### config.mk
export PLATFORM = sky130hd
export DESIGN_NAME = comparator_seq
export DESIGN_NICKNAME = d
export VERILOG_FILES = /design/src/rtl/comparator_seq.sv
export SDC_FILE = /design/constraint.sdc
export NUM_CORES = 1
export LEC_CHECK = 0
export BUFFER_PORTS_ARGS = -buffer_cell sky130_fd_sc_hd__buf_2
export CORE_MARGIN = 3
export CORE_UTILIZATION = 59
export CTS_CLUSTER_DIAMETER = 30
export CTS_CLUSTER_SIZE = 40
export DETAILED_ROUTE_END_ITERATION = 12
export GPL_ROUTABILITY_DRIVEN = 0
export GPL_TIMING_DRIVEN = 0
export PLACE_DENSITY_LB_ADDON = 0.15
export SLEW_MARGIN = 20
export SYNTH_ARGS = -nofsm -noshare
export SYNTH_HDL_FRONTEND = slang
export SYNTH_SLANG_ARGS = --single-unit
### constraint.sdc
create_clock -name clk -period 10.8 [get_ports clk]
set_input_delay 2.16 -clock clk [delete_from_list [all_inputs] [get_ports clk]]
set_output_delay 2.16 -clock clk [all_outputs]
set_load 0.05 [all_outputs]
### src/rtl/comparator_seq.sv
// Multi-cycle magnitude/equality comparator: evaluates a - b LSB-first, W bits per cycle,
// with a carry chain, then reports EQ/NE/LT/LE/GT/GE under signed or unsigned interpretation.
module comparator_seq #(
    parameter int N = 32,
    parameter int W = 8
) (
    input  logic         clk,
    input  logic         rst,
    input  logic         i_valid,
    output logic         i_ready,
    input  logic [N-1:0] i_a,
    input  logic [N-1:0] i_b,
    input  logic [2:0]   i_op,
    input  logic         i_signed,
    output logic         o_valid,
    input  logic         o_ready,
    output logic         o_result,
    output logic         o_lt,
    output logic         o_eq
);

    localparam int unsigned CHUNKS = N / W;
    localparam int unsigned CNT_W  = (CHUNKS > 1) ? $clog2(CHUNKS) : 1;
    localparam logic [CNT_W-1:0] LAST = CNT_W'(CHUNKS - 1);

    if (N < 2 || W < 1 || (N % W) != 0) begin : g_bad_params
        $error("comparator_seq: N must be >= 2 and an exact multiple of W");
    end

    typedef enum logic [1:0] {IDLE, BUSY, DONE} state_t;

    state_t state, state_nx;

    logic [CHUNKS-1:0][W-1:0] a_r, b_r;
    logic [2:0]               op_r;
    logic                     sgn_r;
    logic                     carry;
    logic                     zero;
    logic [CNT_W-1:0]         cnt;

    logic [W:0] sum;
    logic       last;
    logic       ovf;
    logic       eq_nx;
    logic       lt_nx;
    logic       res_nx;

    // One chunk of a + ~b + carry; flags below are only meaningful on the last chunk.
    always_comb begin
        sum    = {1'b0, a_r[cnt]} + {1'b0, ~b_r[cnt]} + {{W{1'b0}}, carry};
        last   = (cnt == LAST);
        eq_nx  = zero & (sum[W-1:0] == '0);
        ovf    = (a_r[CHUNKS-1][W-1] ^ b_r[CHUNKS-1][W-1]) & (sum[W-1] ^ a_r[CHUNKS-1][W-1]);
        lt_nx  = sgn_r ? (sum[W-1] ^ ovf) : ~sum[W];
        res_nx = 1'b0;
        case (op_r)
            3'd0:    res_nx = eq_nx;
            3'd1:    res_nx = ~eq_nx;
            3'd2:    res_nx = lt_nx;
            3'd3:    res_nx = lt_nx | eq_nx;
            3'd4:    res_nx = ~(lt_nx | eq_nx);
            3'd5:    res_nx = ~lt_nx;
            default: res_nx = 1'b0;
        endcase
    end

    always_ff @(posedge clk or posedge rst) begin
        if (rst) state <= IDLE;
        else     state <= state_nx;
    end

    always_comb begin
        state_nx = state;
        case (state)
            IDLE:    if (i_valid) state_nx = BUSY;
            BUSY:    if (last)    state_nx = DONE;
            DONE:    if (o_ready) state_nx = IDLE;
            default: state_nx = IDLE;
        endcase
    end

    always_ff @(posedge clk or posedge rst) begin
        if (rst) begin
            a_r      <= '0;
            b_r      <= '0;
            op_r     <= '0;
            sgn_r    <= 1'b0;
            carry    <= 1'b0;
            zero     <= 1'b0;
            cnt      <= '0;
            o_result <= 1'b0;
            o_lt     <= 1'b0;
            o_eq     <= 1'b0;
        end else begin
            case (state)
                IDLE: begin
                    if (i_valid) begin
                        a_r   <= i_a;
                        b_r   <= i_b;
                        op_r  <= i_op;
                        sgn_r <= i_signed;
                        carry <= 1'b1;
                        zero  <= 1'b1;
                        cnt   <= '0;
                    end
                end
                BUSY: begin
                    carry <= sum[W];
                    zero  <= eq_nx;
                    cnt   <= cnt + 1'b1;
                    if (last) begin
                        o_result <= res_nx;
                        o_lt     <= lt_nx;
                        o_eq     <= eq_nx;
                    end
                end
                default: ;
            endcase
        end
    end

    assign i_ready = (state == IDLE);
    assign o_valid = (state == DONE);

endmodule

==> impl_metrics.tcl, run 1 <==
set metrics [dict create \
    power.share.clock_pct 15.8 \
    slew_viol_final 0 \
    post-cts-setup-buffer-count 0 \
    antenna_found_initial 0 \
    startpoint_type "flip-flop" \
    grt_overflow 0 \
    total_power_mw 1.671 \
    die-area_um2 7326 \
    area_growth_syn_to_layout_pct 19.92 \
    fmax_mhz 199.0 \
    critPathRequiredTime_ps 11060 \
    dpl.hpwl_mm 5.644 \
    syn_area_per_cell_um2 14.49 \
    cts_sinks 77 \
    p_comb_share_pct 53.3 \
    grt_max_degree 49 \
    drtPass1Iterations 5 \
    pre_cts_ws_ps 5700 \
    yosysSeqAreaShare_pct 51.56 \
    powerDensity_nw_per_um2 372.9 \
    core.rowCount 28 \
    grt_pass1_wl_mm 12.70 \
    intPower_mw 1.039 \
    drt-initial-drc-count 98 \
    leakagePower_nw 2.024 \
    drive_above_1_share_pct 52.71 \
    grt_util_all_layers_pct 23.14 \
    ctsHoldBuffers 0 \
    cts_resized 0 \
    finalSetupViolCount 0 \
    min_period_ps 5026 \
    status "complete, no violations" \
    maxSlewHeadroom_pct 47.53 \
    syn_nets 340 \
    fin_area_um2 4482 \
    clk_pin_slew_ps 80 \
    vdd_drop_max_v 0.0002640 \
    min_path_type "reg2reg" \
    vias 2402 \
    worstPathMaxFanout 10 \
    crit_type "reg2reg" \
    power.share.switching_pct 37.84 \
    core_area_um2 6026 \
    tns_ps 0 \
    rsz0062_at_grt "false" \
    finalWirelength_mm 7.585 \
    cts.htree.levels 3 \
    cp.arrival_ps 5290 \
    clkLatencyLatePin_ps 350 \
    portBuffers 76 \
    synth_flop_cell "dfrtp_1" \
    place_area_um2 4242 \
    ys_seq_elements 77 \
    async_reset_ff_share_pct 100.0 \
    finClkSkew_ps 8.107 \
    fin_crit_sh_pct 46.54 \
    io_pins 77 \
    num_antenna_cells 0 \
    worstSetupEndpointType "flip-flop" \
    worstMarginPinSlew_ps 787.0 \
    synth_edf_count 0 \
    syn_area_um2 3737 \
    drv_cap 0 \
    power.switching_mw 0.6323 \
    synth_cells 258 \
    ctsRootBufferMaster "clkbuf_8" \
    yosysWarningCount 0 \
    wl_per_cell_um 17.81 \
    die_y_um 85.59 \
    route.detailed.drc 0 \
    final_cell_mix "dfrtp_1 (77), buf_2 (76), mux2_2 (69)" \
    grt_pass1_vias 2555 \
    fillers 410 \
    cts_made_buffers 9 \
    initial_core_util_pct 62.02 \
    final_antenna_net_count 0 \
    finalHoldViolations 0 \
    synthDistinctLibCells 44 \
    cts_tree "yes" \
    seq_power_share_pct 31.0 \
    vias_per_cell 5.638 \
    setup_ws_ps 5774 \
    layout_commonest_cell "dfrtp_1" \
    clk_path_buf_depth 2 \
    fp.dieW_um 85.59 \
    final_nets 428 \
]
-- per-stage QoR --
stage	util (%)	std cells	hold slack, ps
after global routing	74.38	426	508.6
after global placement	69.89	409	468.4
after CTS	74.38	426	495.0
final	74.38	426	489.3
after floorplan	-	258	443.8
after detailed placement	70.39	410	476.9
-- flip-flops by register name, indices dropped and copies added, names as in the netlist --
register / flops
sgn_r: 1
b_r: 32
op_r: 3
a_r: 32
cnt: 2
o_result: 1
o_lt: 1
state: 2
carry: 1
zero: 1
o_eq: 1
-- synth_stat cells, types with 3 or more instances --
library cell   n  area (um2)
nor3_1         3       15.01
clkbuf_1      11       41.29
nand2_1        5       18.77
o21ai_0        6       30.03
nand2b_1       5       31.28
nor2_1         4       15.01
mux4_2        16       360.4
mux2_2        69       777.0
ha_1           8       100.1
inv_1         13       48.80
xnor2_1        3       26.28
dfrtp_1       77        1927
a21oi_1        4       20.02
-- cell families (layout without fill, tap and decap cells) --
family | after synthesis | after routing | synth area share [%]
adders and majority gates | 10 | 10 | 3.750
DFF | 77 | 77 | 51.56
AOI/OAI and AO/OA | 22 | 22 | 4.185
xor gates and xnor gates | 6 | 6 | 1.607
muxes | 87 | 87 | 31.00
and+or+nand+nor | 31 | 31 | 5.390
buffers and inverters | 25 | 118 | 2.511
-- metal layers --
layer | vias to the layer above | GRT usage, % | wire length, um
met2 | 65 | 37.92 | 3895
met5 | - | 0 | 0
met4 | 0 | 10.79 | 172
li1 | 1116 | - | -
met3 | 15 | 4.323 | 403
met1 | 1206 | 30.03 | 3114
-- power by group through the flow --
stage	clock, mW	sequential, mW	combinational [mW]
after floorplan	0	0.503	0.717
after global placement	0	0.512	0.851
after detailed placement	0	0.523	0.888
after CTS	0.266	0.518	0.899
after global routing	0.281	0.537	0.984
final	0.264	0.517	0.890
-- critical path, cell delays in order (launching register included) --
cell and delay, ps:
dfrtp_1 360, clkbuf_1 600, buf_1 650, mux4_2 610, fa_1 430, fa_1 420
nand2b_1 180, a21oi_1 170, xor2_1 90, or4_4 490, nor4_4 420, nor3b_2 260
a221oi_2 50, o31ai_1 200
-- worst paths after layout --
kind	start	endpoint	slack [ps]	cells after the start
min	o_lt$_DFFE_PP0P_	o_lt$_DFFE_PP0P_	490	1
min reg2reg	o_lt$_DFFE_PP0P_	o_lt$_DFFE_PP0P_	490	1
max reg2reg	cnt[0]$_DFFE_PP0P_	o_result$_DFFE_PP0P_	5770	13
max	cnt[0]$_DFFE_PP0P_	o_result$_DFFE_PP0P_	5770	13
max in group asynchronous	rst	b_r[24]$_DFFE_PP0P_	8440	3
min in group asynchronous	rst	b_r[22]$_DFFE_PP0P_	1800	2
-- layout make-up --
type,count,area (um2),share of cell area [%]
sequential,77,1927,42.99
buffer,12,45.04,1.005
clock buffer,12,145.1,3.238
inverter,13,51.30,1.145
timing repair buffer,77,407.9,9.101
multi-input combinational,156,1717,38.30
clock inverter,4,95.09,2.122
tap,75,93.84,2.094
(Power assumes the default switching activity.)
==> run 2, diff against run 1 <==
--- a/config.mk
+++ b/config.mk
@@ -5,9 +5,10 @@
 export SDC_FILE = /design/constraint.sdc
 export NUM_CORES = 1
 export LEC_CHECK = 0
+export ABC_AREA = 1
 export BUFFER_PORTS_ARGS = -buffer_cell sky130_fd_sc_hd__buf_2
 export CORE_MARGIN = 3
-export CORE_UTILIZATION = 59
+export CORE_UTILIZATION = 50
 export CTS_CLUSTER_DIAMETER = 30
 export CTS_CLUSTER_SIZE = 40
 export DETAILED_ROUTE_END_ITERATION = 12
==> constraint.sdc (replaced) <==
create_clock -name clk -period 4.1 [get_ports clk]
set_input_delay 0.82 -clock clk [delete_from_list [all_inputs] [get_ports clk]]
set_output_delay 0.82 -clock clk [all_outputs]
set_load 0.05 [all_outputs]
==> impl_metrics.tcl, run 2 <==
set metrics [dict create \
    seq_power_share_pct 30.7 \
    syn_nets 605 \
    total_power_mw 4.364 \
    die_y_um 94.33 \
    clk_path_buf_depth 2 \
    num_antenna_cells 0 \
    synth.most_common_cell "nand2_1" \
    finalSetupViolCount 0 \
    grt_pass1_wl_mm 16.01 \
    cpPeakStageDelay_ps 460 \
    ys_top_cells_by_area "dfrtp_1 (49%), nand2_1 (25%), o21ai_0 (3.8%)" \
    finalHoldViolations 0 \
    cts_made_buffers 9 \
    whs_ps 452.6 \
    ctsRootBufferMaster "clkbuf_8" \
    cpMaxStageDelayCell "fa_1" \
    timing.critical_path.mode_cell "nand2_1" \
    finalWirelength_mm 9.667 \
    yosys.area.top_type "dfrtp_1" \
    path_delay_family "buffers and inverters" \
    synth_edf_count 0 \
    powerDensity_nw_per_um2 940.2 \
    synth_flop_cell "dfrtp_1" \
    cp.arrival_ps 3620 \
    status "complete, no violations" \
    fin_area_um2 4642 \
    tns_ps 0 \
    syn_area_um2 3901 \
    vias 3583 \
    grt_util_all_layers_pct 23.57 \
    io_pins 77 \
    min_period_ps 3364 \
    cts_tree "yes" \
    ff2ff_path_depth 18 \
    wl_per_cell_um 13.52 \
    power.share.switching_pct 47.07 \
    drtPass1Iterations 4 \
    final_cell_mix "nand2_1 (256), buf_2 (79), dfrtp_1 (77)" \
    layout_commonest_cell "nand2_1" \
    ctsHoldBuffers 0 \
    intPower_mw 2.310 \
    initial_core_util_pct 52.66 \
    grt_overflow 0 \
    rrSetupSlack_ps 740 \
    crit_type "reg2reg" \
    clk_pin_slew_ps 80 \
    cts_sinks 77 \
    fp.dieW_um 94.33 \
    synth_cells 523 \
    power.switching_mw 2.054 \
    min_path_type "in2async" \
    slew_viol_final 0 \
    yosysSeqAreaShare_pct 49.39 \
    drv_cap 0 \
    synth_top_area_share_pct 49.39 \
    async_reset_ff_share_pct 100.0 \
    largestRegisters "a_r: 32 flops, b_r: 32 flops, op_r: 3 flops" \
    rsz0062_at_grt "false" \
    worstSetupEndpointType "flip-flop" \
    syn_area_per_cell_um2 7.459 \
    path_cells "clkbuf_1 -> inv_1 -> clkbuf_1 -> a21oi_1 -> fa_1 -> fa_1 -> inv_1 -> nand3_1 -> nand3_1 -> nand2_1 -> inv_1 -> nand3_1 -> nor2_1 -> nand3_1 -> nand2_1 -> nand2_1 -> nand2_1 -> nand2_1" \
    drive_above_1_share_pct 17.37 \
    clkLatencyLatePin_ps 360 \
    core.rowCount 31 \
    fmax_mhz 297.3 \
    worstPathMaxFanout 10 \
    critPathRequiredTime_ps 4360 \
    startpoint_type "flip-flop" \
    core_area_um2 7408 \
    worstMarginPinSlew_ps 581.0 \
    drt-initial-drc-count 214 \
    rr_endpoint "o_result$_DFFE_PP0P_" \
    final_antenna_net_count 0 \
    leakagePower_nw 2.575 \
    route.detailed.drc 0 \
    post-cts-setup-buffer-count 0 \
    fin_crit_sh_pct 82.04 \
    synthDistinctLibCells 24 \
    maxSlewHeadroom_pct 61.27 \
    grt_pass1_vias 3410 \
    place_area_um2 4436 \
    portBuffers 76 \
    path_buf_inv 5 \
    die-area_um2 8898 \
    finClkSkew_ps 11.98 \
    dpl.hpwl_mm 7.191 \
    ys_seq_elements 77 \
    yosys-top-cells-count "nand2_1 (256), dfrtp_1 (77), inv_1 (35), nor2_1 (32), o21ai_0 (30)" \
    rr_startpoint "cnt[1]$_DFFE_PP0P_" \
    final_nets 693 \
    cts.htree.levels 3 \
    vdd_drop_max_v 0.0003377 \
    yosysWarningCount 0 \
    area_growth_syn_to_layout_pct 18.99 \
    p_comb_share_pct 55.5 \
    grt_max_degree 46 \
    power.share.clock_pct 13.8 \
    cts_resized 0 \
    antenna_found_initial 0 \
    vias_per_cell 5.011 \
]
[run 2: cell types whose count changed in the layout (fill, tap and decap cells not counted), sizes merged, moves of 10 or more]
cell	delta
nor2	+28
a21oi	+10
nand2	+254
mux2	-70
inv	+25
mux4	-16
o21ai	+23
nand3	+16
[run 2: worst max path at each step]
stage | to | start | cells after the start | slack (ps)
2_1_floorplan | a_r[0]$_DFFE_PP0P_ | rst | 1 | 1310
3_3_place_gp | a_r[11]$_DFFE_PP0P_ | rst | 2 | 400
3_5_place_dp | o_result$_DFFE_PP0P_ | cnt[1]$_DFFE_PP0P_ | 18 | 780
4_1_cts | o_result$_DFFE_PP0P_ | cnt[1]$_DFFE_PP0P_ | 18 | 760
5_1_grt | o_result$_DFFE_PP0P_ | cnt[1]$_DFFE_PP0P_ | 18 | 430
6_report | o_result$_DFFE_PP0P_ | cnt[1]$_DFFE_PP0P_ | 18 | 740
[run 2: cell type report]
class	count	area, um2
plain buffers	24	112.6
clock buffers	10	137.6
clock inverters	6	68.82
fillers	704	2766
inverters	36	137.6
multi-input cells	386	1727
flip-flops and latches	77	1927
well taps	99	123.9
repair buffers	77	407.9
[run 2: cell families (layout without fill, tap and decap cells)]
| logic type | Yosys count | count (layout) | share of synthesized area [%] |
|---|---|---|---|
| simple gates | 314 | 314 | 31.40 |
| flops | 77 | 77 | 49.39 |
| compound gates | 62 | 62 | 9.269 |
| buf+inv | 60 | 153 | 6.350 |
| fa+ha+maj | 10 | 10 | 3.592 |
[run 2: worst reg2reg max path, stage by stage (launching register included)]
cell and delay [ps]:
dfrtp_1 390, clkbuf_1 220, inv_1 240, clkbuf_1 380
a21oi_1 180, fa_1 460, fa_1 410, inv_1 90
nand3_1 90, nand3_1 100, nand2_1 50, inv_1 50
nand3_1 70, nor2_1 130, nand3_1 150, nand2_1 100
nand2_1 50, nand2_1 50, nand2_1 50
[run 2: layer usage]
metal,track usage (%),wire [um],vias up
met3,5.657,506,8
met2,38.42,4695,89
met1,31.82,4349,1665
met5,0,0,-
met4,6.137,116,0
li1,-,-,1821
[run 2: through the flow]
| step | setup slack (ps) | instances | util, % |
|---|---|---|---|
| floorplan | 1308 | 523 | - |
| global route | 431.7 | 715 | 62.66 |
| finish | 736.4 | 715 | 62.66 |
| CTS | 765.0 | 715 | 62.66 |
| global placement | 400.8 | 698 | 59.47 |
| detailed placement | 781.3 | 699 | 59.87 |
[run 2: power by group through the flow]
| stage | Combinational [mW] | Clock [mW] | Sequential (mW) |
|---|---|---|---|
| global placement | 2.35 | 0 | 1.34 |
| floorplan | 1.86 | 0 | 1.32 |
| CTS | 2.42 | 0.614 | 1.34 |
| detailed placement | 2.41 | 0 | 1.35 |
| global route | 2.81 | 0.644 | 1.38 |
| finish | 2.42 | 0.602 | 1.34 |
